===== config.mk =====
export PLATFORM = sky130hd
export DESIGN_NAME = eth_speed_adapt
export DESIGN_NICKNAME = d
export VERILOG_FILES = /design/src/rtl/eth_speed_adapt.sv
export SDC_FILE = /design/constraint.sdc
export NUM_CORES = 1
export LEC_CHECK = 0
export CORE_MARGIN = 2
export CORE_UTILIZATION = 40
export CTS_CLUSTER_SIZE = 30
export DETAILED_ROUTE_END_ITERATION = 8
export HOLD_SLACK_MARGIN = 0.08
export PLACE_DENSITY = 0.61
export SLEW_MARGIN = 20
export SYNTH_ARGS = -nofsm -noshare
export SYNTH_HDL_FRONTEND = slang
export SYNTH_SLANG_ARGS = --single-unit

===== constraint.sdc =====
create_clock -name clk -period 4.75 [get_ports clk]
set_clock_uncertainty 0.1 [all_clocks]
set_input_delay 0.95 -clock clk [delete_from_list [all_inputs] [get_ports clk]]
set_output_delay 0.95 -clock clk [all_outputs]
set_load 0.01 [all_outputs]

===== src/rtl/eth_speed_adapt.sv =====
// eth_speed_adapt: qualifies the PHY speed code, publishes link/speed,
// and drives the RGMII tx clock-enable cadence. Optional stats: SPEED_STAT_EN.
module eth_speed_adapt #(
  parameter int STABLE_CNT = 1024,
  parameter int GUARD_CNT  = 16,
  parameter int QCNT_W     = 11,
  parameter int GCNT_W     = 5
) (
  input  logic       clk,
  input  logic       rst,
  input  logic [1:0] speed_mode,
  output logic       link_up,
  output logic [1:0] speed_sel,
  output logic       speed_chg,
  output logic       tx_ce,
  output logic       ddr_en
`ifdef SPEED_STAT_EN
  ,
  output logic [15:0] chg_cnt,
  output logic [7:0]  down_cnt
`endif
);

  typedef enum logic [1:0] {
    DOWN  = 2'd0,
    GUARD = 2'd1,
    RUN   = 2'd2
  } state_t;

  localparam logic [QCNT_W-1:0] QMAX = QCNT_W'(STABLE_CNT - 1);
  localparam logic [GCNT_W-1:0] GMAX = GCNT_W'(GUARD_CNT - 1);

  logic [1:0]        spd_r;
  logic [1:0]        cand;
  logic [QCNT_W-1:0] qcnt;
  state_t            state;
  logic [GCNT_W-1:0] gcnt;
  logic [6:0]        div;
  logic [6:0]        div_max;
  logic [6:0]        div_nxt;
  logic              accepted;

  // Register the raw PHY code once.
  always_ff @(posedge clk or posedge rst) begin
    if (rst) spd_r <= 2'b00;
    else     spd_r <= speed_mode;
  end

  // Track a candidate code and count how long it has held.
  always_ff @(posedge clk or posedge rst) begin
    if (rst) begin
      cand <= 2'b00;
      qcnt <= '0;
    end else if (spd_r != cand) begin
      cand <= spd_r;
      qcnt <= '0;
    end else if (qcnt != QMAX) begin
      qcnt <= qcnt + QCNT_W'(1);
    end
  end

  assign accepted = (qcnt == QMAX) && (cand != speed_sel);

  // Divider terminal count for the qualified speed.
  always_comb begin
    div_max = 7'd0;
    case (speed_sel)
      2'b10:   div_max = 7'd9;
      2'b01:   div_max = 7'd99;
      default: div_max = 7'd0;
    endcase
  end

  assign div_nxt = (div == div_max) ? 7'd0 : div + 7'd1;
  assign ddr_en  = (speed_sel == 2'b11);

  // Link FSM: an acceptance always overrides the guard/divider progress.
  always_ff @(posedge clk or posedge rst) begin
    if (rst) begin
      state     <= DOWN;
      speed_sel <= 2'b00;
      speed_chg <= 1'b0;
      link_up   <= 1'b0;
      tx_ce     <= 1'b0;
      gcnt      <= '0;
      div       <= '0;
    end else begin
      speed_chg <= 1'b0;
      if (accepted) begin
        speed_chg <= 1'b1;
        speed_sel <= cand;
        link_up   <= 1'b0;
        tx_ce     <= 1'b0;
        gcnt      <= '0;
        div       <= '0;
        state     <= (cand == 2'b00) ? DOWN : GUARD;
      end else begin
        case (state)
          GUARD: begin
            if (gcnt == GMAX) begin
              state   <= RUN;
              link_up <= 1'b1;
              tx_ce   <= 1'b1;
              div     <= '0;
            end else begin
              gcnt <= gcnt + GCNT_W'(1);
            end
          end
          RUN: begin
            div   <= div_nxt;
            tx_ce <= (div_nxt == 7'd0);
          end
          default: begin
            link_up <= 1'b0;
            tx_ce   <= 1'b0;
          end
        endcase
      end
    end
  end

`ifdef SPEED_STAT_EN
  // Saturating counts of speed changes and of link drops.
  always_ff @(posedge clk or posedge rst) begin
    if (rst) begin
      chg_cnt  <= '0;
      down_cnt <= '0;
    end else if (accepted) begin
      if (chg_cnt != 16'hFFFF) chg_cnt <= chg_cnt + 16'd1;
      if (cand == 2'b00 && state != DOWN && down_cnt != 8'hFF)
        down_cnt <= down_cnt + 8'd1;
    end
  end
`endif

endmodule


==> out/metrics.cfg, run 1 <==
[outcome]
outcome=finished, final reports clean

[critical_path]
end_kind=primary output
regToRegEndpoint=state[0]
worstReg2RegStart=qcnt[0]
crit_chain=ha_1 > clkdlybuf4s50_1
required_ns=3.70
cp_data_arrival_time_ns=1.43
slowest_stage=clkdlybuf4s50_1
cp_top_family=buffers and inverters
worstPathMaxFanout=5
reg2regPathDepth=6
crit_cells=2
start_kind=flip-flop
reg2reg_slack_ns=2.58
worstSetupPathType=flip-flop to primary output
cpPeakStageDelay_ns=0.53
path_buf_inv=1

[grt]
grt-ovfl-total=0
grt_max_degree=19
grt_pass1_wl_um=5720
grt.total_usage_pct=14.25
grt_antenna_before_repair=0
grt_pass1_vias=1310

[clocking]
cts_tree=yes
cts_resized=0
holdBufCountCts=0
clkTransAtPathRegs_ns=0.06
clock_sinks=34
post-cts-setup-buffers=0
insertion_delay_ns=0.29
cts-root-buf=clkbuf_8
cts_buffer_depth=2
cts.htree.levels=2
cts_buffers=5

[yosys]
ys_seq_area_share_pct=46.70
synth_cells=191
synth_nets=204
netlist_top_cells_area=dfrtp_1 47%, ha_1 6.2%, xnor2_1 5.3%
synth_edf_count=0
synth-seq-cells=34
syn_area_um2=1822
synth_top_area_share_pct=46.70
ys_types=34
yosysTopAreaCell=dfrtp_1
synth-main-ff-cell=dfrtp_1
yosysWarningCount=0
ys_async_sr_fraction_pct=100.0
avgSynthCellArea_um2=9.538

[drt]
wl_met2_um=1393
wl_per_cell_um=12.56
antenna_left=0
vias=1318
wl_um=3164
drt_iter0_drc=59
route.detailed.drc=0
dr.pass1.iters=4
wl_met1_um=1613
viasPerCell=5.230
wl_met3_um=110
top_layer_used=met4

[sta]
worst_hold_slack_ns=0.2934
setup_tns_ns=0
slew_headroom_pct=55.42
grt_setup_unrepaired=no
final_hold_viol_count=0
fmaxAchievable_ghz=0.4032
setup_viol=0
maxSlewViolCount=0
tightest_slew_ns=0.6643
fin_crit_sh_pct=52.22
min_period_ns=2.480

[min_path]
hold_class=flip-flop to flip-flop
min_path_cells=0
min_from=spd_r[1]
holdPathEnd=cand[1]

[layout]
syn_to_final_growth_pct=12.09
drive_above_1_share_pct=6.500
multi_input_area_um2=885.9
final_util_pct=46.58
n_antenna_cell=0
fillCellCount=418
final_cells=252
seq_area_um2=850.8
final_cell_mix=34 x dfrtp_1, 25 x nor2_1, 18 x nand2_1
final_nets=212
layout_commonest_cell=dfrtp_1

[place]
gp_congestion=0.8204
dpl.cell_count=244
hpwl_um=2296
port_buffers=9

[floorplan]
coreArea_um2=4384
initial_utilization_pct=41.55
die_w_um=71.49
die_area_um2=5110
top_level_ports=10
die_y_um=71.49
row_count=24

[power]
total_power_w=0.0005753
power-per-cell-area_nw_per_um2=281.7
vdd_drop_max_v=0.0001679
power.leakage_nw=0.8677

[job]
max_cap_viol_count=0

-- Yosys cell counts, types with 3 or more instances --
master	n
a21oi_1	12
and3_1	5
clkbuf_1	5
dfrtp_1	34
ha_1	9
inv_1	9
mux2i_1	4
nand2_1	18
nand3_1	10
nand4_1	5
nor2_1	25
nor3_1	3
nor4_1	7
o21ai_0	4
xnor2_1	11
xor2_1	9
-- metal layers --
layer	track usage (%)	vias up
met5	0	-
met2	22.43	23
met3	3.376	6
met4	5.660	0
met1	19.07	619
li1	-	670
-- state kept, by name (all words and copies together) (netlist names) --
name,cells
qcnt,11
div,7
gcnt,5
cand,2
spd_r,2
speed_sel,2
state,2
link_up,1
speed_chg,1
tx_ce,1
-- area by class of cell --
type | count | share of cell area, %
tap | 52 | 3.186
clock buffer | 5 | 3.370
multi-input combinational | 139 | 43.38
timing repair buffer | 10 | 4.779
sequential | 34 | 41.67
inverter | 9 | 1.654
clock inverter | 3 | 1.961
-- where the power goes --
group	switching (W)	leakage, nW	internal, W
clock network	0.000107	0.0579	0.000154
registers	0.00000352	0.465	0.000293
logic	0.0000117	0.345	0.00000653
total	0.000122	0.868	0.000454
-- logic make-up (layout without fill, tap and decap cells) --
kind of cell | count (synthesis) | after routing | synth area share [%]
compound gates | 24 | 24 | 8.448
fa+ha+maj | 9 | 9 | 6.181
flops | 34 | 34 | 46.70
buf+inv | 18 | 27 | 4.670
mux | 5 | 5 | 2.816
xor+xnor | 20 | 20 | 9.615
simple gates | 81 | 81 | 21.57
-- worst max path at each step --
stage	startpoint	to
after floorplan	gcnt[0]	div[3]
after global placement	gcnt[0]	div[3]
after detailed placement	gcnt[0]	div[3]
after CTS	speed_sel[0]	ddr_en
after global routing	speed_sel[1]	ddr_en
final	speed_sel[0]	ddr_en
-- metrics by stage --
stage	setup WS, ns	instance area [um^2]
finish	2.270	2042
global route	2.191	2042
global placement	2.483	1933
floorplan	2.756	1822
detailed placement	2.421	1933
CTS	2.251	2042
Note: power is estimated with default switching activity, not from simulation.
==> run 2: changes to the inputs <==
--- a/config.mk
+++ b/config.mk
@@ -10,7 +10,7 @@
 export CTS_CLUSTER_SIZE = 30
 export DETAILED_ROUTE_END_ITERATION = 8
 export HOLD_SLACK_MARGIN = 0.08
-export PLACE_DENSITY = 0.61
+export PLACE_DENSITY = 0.63
 export SLEW_MARGIN = 20
 export SYNTH_ARGS = -nofsm -noshare
 export SYNTH_HDL_FRONTEND = slang
==> constraint.sdc (replaced) <==
create_clock -name clk -period 2.2 [get_ports clk]
set_clock_uncertainty 0.1 [all_clocks]
set_input_delay 0.44 -clock clk [delete_from_list [all_inputs] [get_ports clk]]
set_output_delay 0.44 -clock clk [all_outputs]
set_load 0.01 [all_outputs]
==> out/metrics.cfg, run 2 (synthesis results as in run 1) <==
[place]
dpl.cell_count=251
port_buffers=9
hpwl_um=2338
place_ws_ns=0.1102
gp_congestion=0.8153

[layout]
regMostFlops=qcnt
drive_above_1_share_pct=9.179
fillCellCount=433
final_nets=219
seq_area_um2=850.8
largest_register_ffs=11
multi_input_area_um2=885.9
layout_commonest_cell=dfrtp_1
top_regs=qcnt x11, div x7, gcnt x5
final_cell_mix=34 x dfrtp_1, 25 x nor2_1, 18 x nand2_1
n_antenna_cell=0
syn_to_final_growth_pct=14.70
final_cells=259

[clocking]
cts_buffers=5
clkTransAtPathRegs_ns=0.07
insertion_delay_ns=0.29
cts_tree=yes
cts_buffer_depth=2
holdBufCountCts=0
clock_sinks=34
cts.htree.levels=2
cts-root-buf=clkbuf_8

[critical_path]
crit_chain=ha_1 > and3_1 > ha_1 > nand2_1 > buf_4 > o21a_1 > nor2_1 > nor4_1
crit_top_cell=ha_1
worstPathMaxFanout=5
slowest_stage=dfrtp_1
end_kind=flip-flop
reg2regPathDepth=8
reg2reg_slack_ns=0.20
start_kind=flip-flop
cpPeakStageDelay_ns=0.41
cp_data_arrival_time_ns=2.09
required_ns=2.29
worstSetupPathType=flip-flop to flip-flop

[floorplan]
top_level_ports=10
die_area_um2=5110
initial_utilization_pct=41.55
die_y_um=71.49
die_w_um=71.49
coreArea_um2=4384
row_count=24

[sta]
tightest_slew_ns=0.5019
maxSlewViolCount=0
fin_crit_sh_pct=90.96
setup_tns_ns=0
grt_setup_unrepaired=no
min_period_ns=2.001
setup_slack_ns=0.1990
final_hold_viol_count=0
setup_viol=0
slew_headroom_pct=66.28
fmaxAchievable_ghz=0.4997
worst_hold_slack_ns=0.2921

[grt]
grt_pass1_vias=1289
grt.total_usage_pct=14.18
grt_antenna_before_repair=0
grt_pass1_wl_um=5664
grt_max_degree=35
grt-ovfl-total=0

[min_path]
min_path_cells=0
hold_class=flip-flop to flip-flop

[drt]
antenna_left=0
dr.pass1.iters=4
wl_per_cell_um=12.33
route.detailed.drc=0
wl_um=3194
vias=1341
drt_iter0_drc=80
viasPerCell=5.178

[outcome]
outcome=finished, final reports clean

[power]
total_power_w=0.001147
vdd_drop_max_v=0.0004641
power.leakage_nw=0.8950
power-per-cell-area_nw_per_um2=548.7

[job]
max_cap_viol_count=0

## run 2: report_power, final
part / total, W / internal (W) / switching (W)
Clock: 0.000468 / 0.000252 / 0.000216
Combinational: 0.0000386 / 0.0000141 / 0.0000246
Sequential: 0.000640 / 0.000632 / 0.00000760
## run 2: final cells by class
| cell class | count | area share (%) |
|---|---|---|
| inverters | 9 | 1.617 |
| multi-input cells | 139 | 42.40 |
| clock buffers | 7 | 4.132 |
| well taps | 52 | 3.114 |
| repair buffers | 17 | 7.784 |
| clock inverters | 1 | 0.2395 |
| flip-flops and latches | 34 | 40.72 |
## run 2: stage by stage
stage / util [%] / area (um^2)
floorplan: - / 1822
detailed placement: 45.58 / 1998
global route: 47.66 / 2090
CTS: 47.66 / 2090
global placement: 45.58 / 1998
finish: 47.66 / 2090
## run 2: worst paths after layout
check | endpoint | startpoint
max reg2reg | div[5] | gcnt[0]
max | div[5] | gcnt[0]
min reg2reg | cand[1] | spd_r[1]
min in group asynchronous | tx_ce | rst
min | cand[1] | spd_r[1]
max in group asynchronous | qcnt[1] | rst
## run 2: worst max-delay path: cells and delay by family (launching register included)
family,cells,cell delay [ns]
buffers and inverters,1,0.13
adders and majority gates,2,0.44
DFF,1,0.41
AOI/OAI and AO/OA,1,0.20
and+or+nand+nor,4,0.62
## run 2: per-layer routing
| layer | global-route usage, % | wire [um] | vias up |
|---|---|---|---|
| met2 | 22.84 | 1487 | 23 |
| met4 | 4.612 | 29 | 0 |
| li1 | - | - | 689 |
| met3 | 4.641 | 150 | 5 |
| met5 | 0 | 0 | - |
| met1 | 18.12 | 1526 | 624 |
## run 2: what timing repair did
item / CTS / global route
setup buffers: 0 / 0
resized for setup: 0 / 1
endpoints found under the hold margin: 0 / 0
endpoints found under the setup margin: 0 / 3
==> run 3: changes to the inputs <==
--- a/config.mk
+++ b/config.mk
@@ -15,3 +15,4 @@
 export SYNTH_ARGS = -nofsm -noshare
 export SYNTH_HDL_FRONTEND = slang
 export SYNTH_SLANG_ARGS = --single-unit
+export TNS_END_PERCENT = 20
==> results of run 3 <==
Same layout as run 2: the final DEF is identical, and so are final timing and power.
